<file path="src/rtl/branch_history_table_pkg.sv">
// Shared LC-3b types plus the branch history table's counter type,
// counter encodings and the init/ready state encoding.
package lc3b_type;

    typedef logic [15:0] lc3b_word;

    // 2-bit direction counter; MSB set means predict taken.
    typedef logic [1:0] lc3b_bht_ctr;

    localparam lc3b_bht_ctr BHT_STRONG_NT = 2'b00;
    localparam lc3b_bht_ctr BHT_WEAK_NT   = 2'b01;
    localparam lc3b_bht_ctr BHT_WEAK_T    = 2'b10;
    localparam lc3b_bht_ctr BHT_STRONG_T  = 2'b11;

    // Table lifecycle: INIT while the clearing sweep runs, READY afterwards.
    typedef enum logic {
        BHT_INIT  = 1'b0,
        BHT_READY = 1'b1
    } bht_state_e;

endpackage

</file>
<file path="src/rtl/branch_history_table_sat_counter2.sv">
// Saturating 2-bit counter step: moves one toward taken or not-taken,
// holding at 2'b11 / 2'b00 instead of wrapping. Purely combinational.
module sat_counter2
    import lc3b_type::*;
(
    input  lc3b_bht_ctr ctr,
    input  logic        taken,
    output lc3b_bht_ctr ctr_next
);

    // Next counter value, clamped at both ends.
    always_comb begin
        ctr_next = ctr;
        if (taken) begin
            if (ctr != BHT_STRONG_T) begin
                ctr_next = ctr + 2'b01;
            end
        end else begin
            if (ctr != BHT_STRONG_NT) begin
                ctr_next = ctr - 2'b01;
            end
        end
    end

endmodule

</file>
<file path="src/rtl/branch_history_table.sv">
// Per-PC 2-bit direction predictor for the LC-3b fetch stage.
// Lookup is combinational from pc; training comes from resolved branches.
// After reset an ENTRIES-cycle sweep writes CTR_INIT to every counter.
// Optional build macro: BHT_GSHARE_EN -- XORs a non-speculative global
// history register into both the lookup and the update index.
//
// Handshake: upd_valid is a single-cycle strobe with no ready; an update is
// accepted only at a posedge where rst=0 and the table is READY. Updates
// presented during reset or the init sweep are dropped, never queued.
module branch_history_table
    import lc3b_type::*;
#(
    parameter int          ENTRIES  = 64,
    parameter lc3b_bht_ctr CTR_INIT = BHT_WEAK_NT
) (
    input  logic     clk,
    input  logic     rst,
    input  lc3b_word pc,
    output logic     pred_taken,
    output logic     pred_valid,
    input  logic     upd_valid,
    input  lc3b_word upd_pc,
    input  logic     upd_taken,
    output logic     init_busy
);

    localparam int IDX_W = $clog2(ENTRIES);

    bht_state_e        state_q, state_d;
    logic [IDX_W-1:0]  init_ptr_q, init_ptr_d;
    lc3b_bht_ctr       table_q [ENTRIES];
    lc3b_bht_ctr       table_d [ENTRIES];

    logic [IDX_W-1:0]  rd_idx;
    logic [IDX_W-1:0]  wr_idx;
    logic              upd_accept;
    lc3b_bht_ctr       upd_ctr_next;

    // pc[0] is always ignored (word aligned); high bits alias by design.
    logic unused_pc_bits;
    assign unused_pc_bits = ^{pc[15:IDX_W+1], pc[0], upd_pc[15:IDX_W+1], upd_pc[0]};

`ifdef BHT_GSHARE_EN
    logic [IDX_W-1:0]  ghr_q, ghr_d;

    // Both indices use the history as it stands before this cycle's shift.
    assign rd_idx = pc[IDX_W:1] ^ ghr_q;
    assign wr_idx = upd_pc[IDX_W:1] ^ ghr_q;
`else
    assign rd_idx = pc[IDX_W:1];
    assign wr_idx = upd_pc[IDX_W:1];
`endif

    // Prediction is meaningful only once the sweep has finished and reset is low.
    assign pred_valid = ~rst & (state_q == BHT_READY);
    assign init_busy  = ~pred_valid;
    // No bypass: a same-cycle update to rd_idx shows up next cycle.
    assign pred_taken = pred_valid & table_q[rd_idx][1];
    assign upd_accept = pred_valid & upd_valid;

    sat_counter2 u_sat_counter2 (
        .ctr      (table_q[wr_idx]),
        .taken    (upd_taken),
        .ctr_next (upd_ctr_next)
    );

    // Next state: sweep pointer advance, table writes and history shift.
    always_comb begin
        state_d    = state_q;
        init_ptr_d = init_ptr_q;
        table_d    = table_q;
`ifdef BHT_GSHARE_EN
        ghr_d      = ghr_q;
`endif
        if (!rst) begin
            unique case (state_q)
                BHT_INIT: begin
                    table_d[init_ptr_q] = CTR_INIT;
                    init_ptr_d          = init_ptr_q + 1'b1;
                    if (init_ptr_q == IDX_W'(ENTRIES - 1)) begin
                        state_d = BHT_READY;
                    end
                end
                BHT_READY: begin
                    if (upd_accept) begin
                        table_d[wr_idx] = upd_ctr_next;
`ifdef BHT_GSHARE_EN
                        ghr_d = {ghr_q[IDX_W-2:0], upd_taken};
`endif
                    end
                end
                default: state_d = BHT_INIT;
            endcase
        end
    end

    // Control registers: reset restarts the sweep from entry 0.
    always_ff @(posedge clk) begin
        if (rst) begin
            state_q    <= BHT_INIT;
            init_ptr_q <= '0;
`ifdef BHT_GSHARE_EN
            ghr_q      <= '0;
`endif
        end else begin
            state_q    <= state_d;
            init_ptr_q <= init_ptr_d;
`ifdef BHT_GSHARE_EN
            ghr_q      <= ghr_d;
`endif
        end
    end

    // Counter storage; cleared by the sweep rather than by reset.
    always_ff @(posedge clk) begin
        table_q <= table_d;
    end

endmodule

</file>
<file path="config.mk">
export PLATFORM = sky130hd
export DESIGN_NAME = branch_history_table
export DESIGN_NICKNAME = d
export VERILOG_FILES = /design/src/rtl/branch_history_table_pkg.sv /design/src/rtl/branch_history_table_sat_counter2.sv /design/src/rtl/branch_history_table.sv
export SDC_FILE = /design/constraint.sdc
export NUM_CORES = 1
export LEC_CHECK = 0
export CORE_MARGIN = 4
export CORE_UTILIZATION = 50
export DETAILED_ROUTE_END_ITERATION = 10
export PLACE_DENSITY_LB_ADDON = 0.12
export SYNTH_ARGS = -nofsm -noshare
export SYNTH_HDL_FRONTEND = slang
export SYNTH_SLANG_ARGS = --single-unit
</file>
<file path="constraint.sdc">
create_clock -name clk -period 3.2 [get_ports clk]
set_input_delay 0.32 -clock clk [delete_from_list [all_inputs] [get_ports clk]]
set_output_delay 0.32 -clock clk [all_outputs]
set_load 0.01 [all_outputs]
</file>
## After elaboration in Yosys (flattened, before gate mapping)

Index checks and enable logic that the tools add are counted.

- Register bits after elaboration: 135
- Word-level logic and storage cells: 111

- Add/subtract/negate cells: 3
- Magnitude comparators: 5
- Eq/ne operators: 3
- Multiplexer cells: 18
- Bitwise logic cells: 12
- Reductions and logical operators: 4

Operators by type and width:

| kind | count |
|---|---|
| $pmux 128 s2 | 1 |
| $bwmux 128 | 1 |
| $mux 128 | 1 |
| $and 64x64->64 | 1 |
| $not 64->64 | 1 |
| $or 64x64->64 | 1 |
| $bmux 2 s6 | 2 |
| $demux 2 s6 | 2 |
| $ge 7x7->1 const B | 3 |
| $not 6->7 | 3 |
| $mux 2 | 9 |
| $lt 7x1->1 const B | 2 |
| $add 6x1->6 const B | 1 |
| $eq 6x6->1 const B | 1 |
| $and 1x1->1 | 3 |
| $not 1->1 | 3 |
| $add 2x1->2 const B | 1 |
| $logic_and 1x1->1 | 2 |
| $mux 1 | 2 |
| $ne 2x1->1 const B | 1 |
| $ne 2x2->1 const B | 1 |
| $reduce_and 2->1 | 1 |
| $reduce_bool 2->1 | 1 |
| $sub 2x1->2 const B | 1 |

## Longest topological paths before layout

- Depth in word-level cells: 10
- Depth in mapped cells: 12
- Gate-level depth less buffers: 7

## Cells and area by module

A second synthesis with hierarchy kept.

- Cells, all modules: 835
- Area, all modules: 8509.4 µm²

By module, submodules not included:

| module | instances | cells an instance | area an instance (µm²) | sequential area each (µm²) |
|---|---|---|---|---|
| branch_history_table | 1 | 832 | 8483.1 | 3983.8 |
| sat_counter2 | 1 | 3 | 26.3 | 0.0 |

## Worst setup path after synthesis

Ideal clock, no wire load.

- Path kind: input port to output port
- From: input port pc[1]
- To: output port pred_taken
- Arrival: 2.655 ns
- Path slack: 0.225 ns
- Stages on the path: 6
- Cells stage by stage: clkbuf_1 buf_2 mux4_2 mux4_2 mux4_2 and2_1

- Longest elaborated chain between the ends: 5

RTL lines:

| item | RTL line | source |
|---|---|---|
| from (decl) | branch_history_table.sv:18 | `input lc3b_word pc,` |
| $not 6->7 (not written as such) | branch_history_table.sv:58 | `assign pred_taken = pred_valid & table_q[rd_idx][1];` |
| $bmux 2 s6 | branch_history_table.sv:58 |  |
| $mux 2 (not written as such) (2 in a row) | branch_history_table.sv:58 |  |
| $and 1x1->1 | branch_history_table.sv:58 |  |
| to (decl) | branch_history_table.sv:19 | `output logic pred_taken,` |

Every way passes these cells. The select of a mux whose other input is x is not followed.

## Worst setup path after layout

- From: register table_q[61] (netlist name)
- To: output port pred_taken

- Longest elaborated chain between the ends: 4

RTL lines:

| item | RTL line | source |
|---|---|---|
| from (decl) | branch_history_table.sv:31 | `lc3b_bht_ctr table_q [ENTRIES];` |
| from (signal assigned) | branch_history_table.sv:116 | `table_q <= table_d;` |
| $bmux 2 s6 | branch_history_table.sv:58 |  |
| $mux 2 (not written as such) (2 in a row) | branch_history_table.sv:58 |  |
| $and 1x1->1 | branch_history_table.sv:58 |  |

Every way passes these cells. The select of a mux whose other input is x is not followed.

==> flow_summary.yaml <==
run_status:
  status: "completed"
layout:
  nets: 1057
  final_util: 0.595
  antenna_cells: 0
  area_delta_synth_final_pct: 16.2
  fill_cells: 1611
  drive_above_1_share: 0.150
synthesis:
  synth_area_leaders: "edfxtp_1 (40%), o2bb2a_1 (6.6%), o311a_1 (6.6%)"
  async_flop_share: 0
  yosys.area.top_type_share: 0.399
  ys_seq_elements: 135
  yosysTopAreaCell: "edfxtp_1"
  syn-cell-area_sq_um: 9640
  yosysMostFrequentCell: "nor2_1"
  synth_warnings: 0
  synth_nets: 1026
  synth_edf_count: 128
  synth.distinct_cells: 52
  syn_area_per_cell_sq_um: 9.74
  yosysSeqAreaShare: 0.413
  synthTopCellsByCount: "nor2_1 (147), edfxtp_1 (128), o21ai_0 (107)"
  ys.flop_type: "edfxtp_1"
  netlist_instances: 989
global_routing:
  grt_pass1_vias: 8611
  overflow: 0
  grt_max_degree: 66
  track_usage: 0.331
  antenna_found_initial: 0
  grt_pass1_wl_mm: 53.8
clocking:
  clk_pin_slew_ns: 0.06
  clk_latency_ns: 0.44
  cts_max_level: 4
  cts_buffers: 17
  cts_buffer_depth: 2
  cts.sinks: 135
  cts_tree: "yes"
  cts-root-buf: "clkbuf_16"
critical_path:
  start_kind: "register"
  cp_top_family: "multiplexers"
  required_ns: 2.88
  cp_cell_sequence: "mux4_2, mux4_2, mux4_2, and2_1, dlygate4sd2_1"
  crit_fanout: 3
  crit_slowest_cell: "edfxtp_1"
  cpPeakStageDelay_ns: 0.53
  worst_setup_path_end_kind: "output port"
  path_buf_inv: 1
  arrival_ns: 2.87
  crit_type: "register to output port"
  crit_path_frequent_cell: "mux4_2"
route:
  ant_nets: 0
  wl_mm: 35.9
  drtIter0Drc: 1462
  via_per_inst: 7.05
  dr.pass1.iters: 6
  route.vias.total: 9114
  wire_per_inst_microns: 27.7
  drc_errors: 0
die:
  start_util: 0.512
  die_area_sq_um: 21600
  rows: 50
  ios: 39
  fp.dieW_microns: 147
  dieHeight_microns: 147
  coreArea_sq_um: 18800
placed_design:
  dp_worst_setup_slack_ns: -0.286
  dpl.hpwl_mm: 24.5
  gp_congestion: 1.04
  place.port_buffers: 18
timing:
  skew_ns: 0.00992
  rsz0062_at_grt: "false"
  fin_hold_ws_ns: 0.609
  slew_headroom: 0.360
  fin_ws_ns: 0.00525
  period_minus_slack_ns: 3.19
  worst_pin_slew_ns: 0.956
  setup_viol: 0
  fmax_ghz: 0.313
  finalHoldViolCount: 0
  drv_slew: 0
  period_share: 0.998
worst_hold_path:
  hp-class: "register to register"
job:
  cap_violations: 0
pwr:
  power_leakage_nw: 3.75
  vdd_drop_max_mv: 0.402
  power_density_nw_per_um2: 437
## cell families after synthesis
family / synth area share
AND/OR/NAND/NOR: 0.186
AO/OA/AOI/OAI: 0.246
adder cells (fa/ha/maj): 0.00130
buffers and inverters: 0.0510
multiplexers: 0.0979
XOR/XNOR: 0.00455
flip-flops: 0.413
## cells in the final DEF (no fill, tap or decap), types with 4 or more instances in the layout
cell type        count
mux4_2              24
or3b_2               5
buf_12              18
o2bb2a_1            64
o21ai_0            107
o21ai_1             22
a21oi_1              4
clkbuf_16           17
buf_4               76
nor2_1             147
a22oi_1             15
o22a_1               4
mux2i_1             38
o311a_1             64
a31oi_1              4
nand2_1             28
nor3_1               8
inv_1                6
edfxtp_1           128
dfxtp_1              6
nand3_1             77
a221oi_1             9
nor2b_1             65
nand2b_1             6
nand3b_1            11
clkbuf_1            10
clkdlybuf4s50_1     15
## flip-flops by register name, indices dropped and copies added (netlist names)
signal,cells
table_q,128
init_ptr_q,6
state_q,1
## per-layer routing
metal / GRT usage / share of wire
met1: 0.450 / 0.38
met2: 0.477 / 0.43
met3: 0.0759 / 0.12
met4: 0.209 / 0.070
met5: 0 / 0
## worst reg2reg max path, stage by stage (launching register included)
cell	delay, ns
edfxtp_1	0.41
mux2_1	0.34
a221oi_1	0.27
o22a_1	0.24
o22ai_1	0.10
or4_4	0.44
buf_4	0.16
o31ai_4	0.09
buf_12	0.24
o21ai_0	0.14
## power by group
part           internal, mW  leakage (nW)  switching, mW
Clock                  1.15         0.258          0.777
Sequential             2.06          1.31          0.108
Combinational         0.356          2.18          0.456
Total                  3.56          3.75           1.34
## metrics by stage
step | total power [mW] | instances | area [sq um] | TNS (ns)
3_3_place_gp | 2.97 | 1260 | 10600 | -23.50
5_1_grt | 5.02 | 1293 | 11200 | 0
2_1_floorplan | 2.60 | 989 | 9640 | 0
4_1_cts | 4.87 | 1293 | 11200 | 0
6_report | 4.90 | 1293 | 11200 | 0
3_5_place_dp | 2.98 | 1260 | 10600 | -22.52
## layout make-up
| cell class | count | area, sq um | area share |
|---|---|---|---|
| tap | 260 | 325 | 0.0290 |
| sequential | 135 | 3990 | 0.356 |
| multi-input combinational | 747 | 5190 | 0.463 |
| inverter | 6 | 22.5 | 0.00201 |
| timing repair buffer | 113 | 1140 | 0.102 |
| clock buffer | 27 | 463 | 0.0413 |
| clock inverter | 5 | 77.6 | 0.00693 |
## worst paths after layout
kind	from	end	slack [ns]	depth (start not counted)
hold reg to reg	table_q[52]	table_q[52]	0.61	1
setup / recovery	table_q[61]	pred_taken	0.005	5
setup reg to reg	table_q[84]	table_q[117]	0.50	9
hold / removal	table_q[52]	table_q[52]	0.61	1
## repair_timing
action | CTS | global route
gates resized for setup | 3 | 0
setup buffers | 0 | 0
endpoints found under the setup margin | 1 | 0
hold buffers | 0 | 0
(Power assumes the default switching activity.)
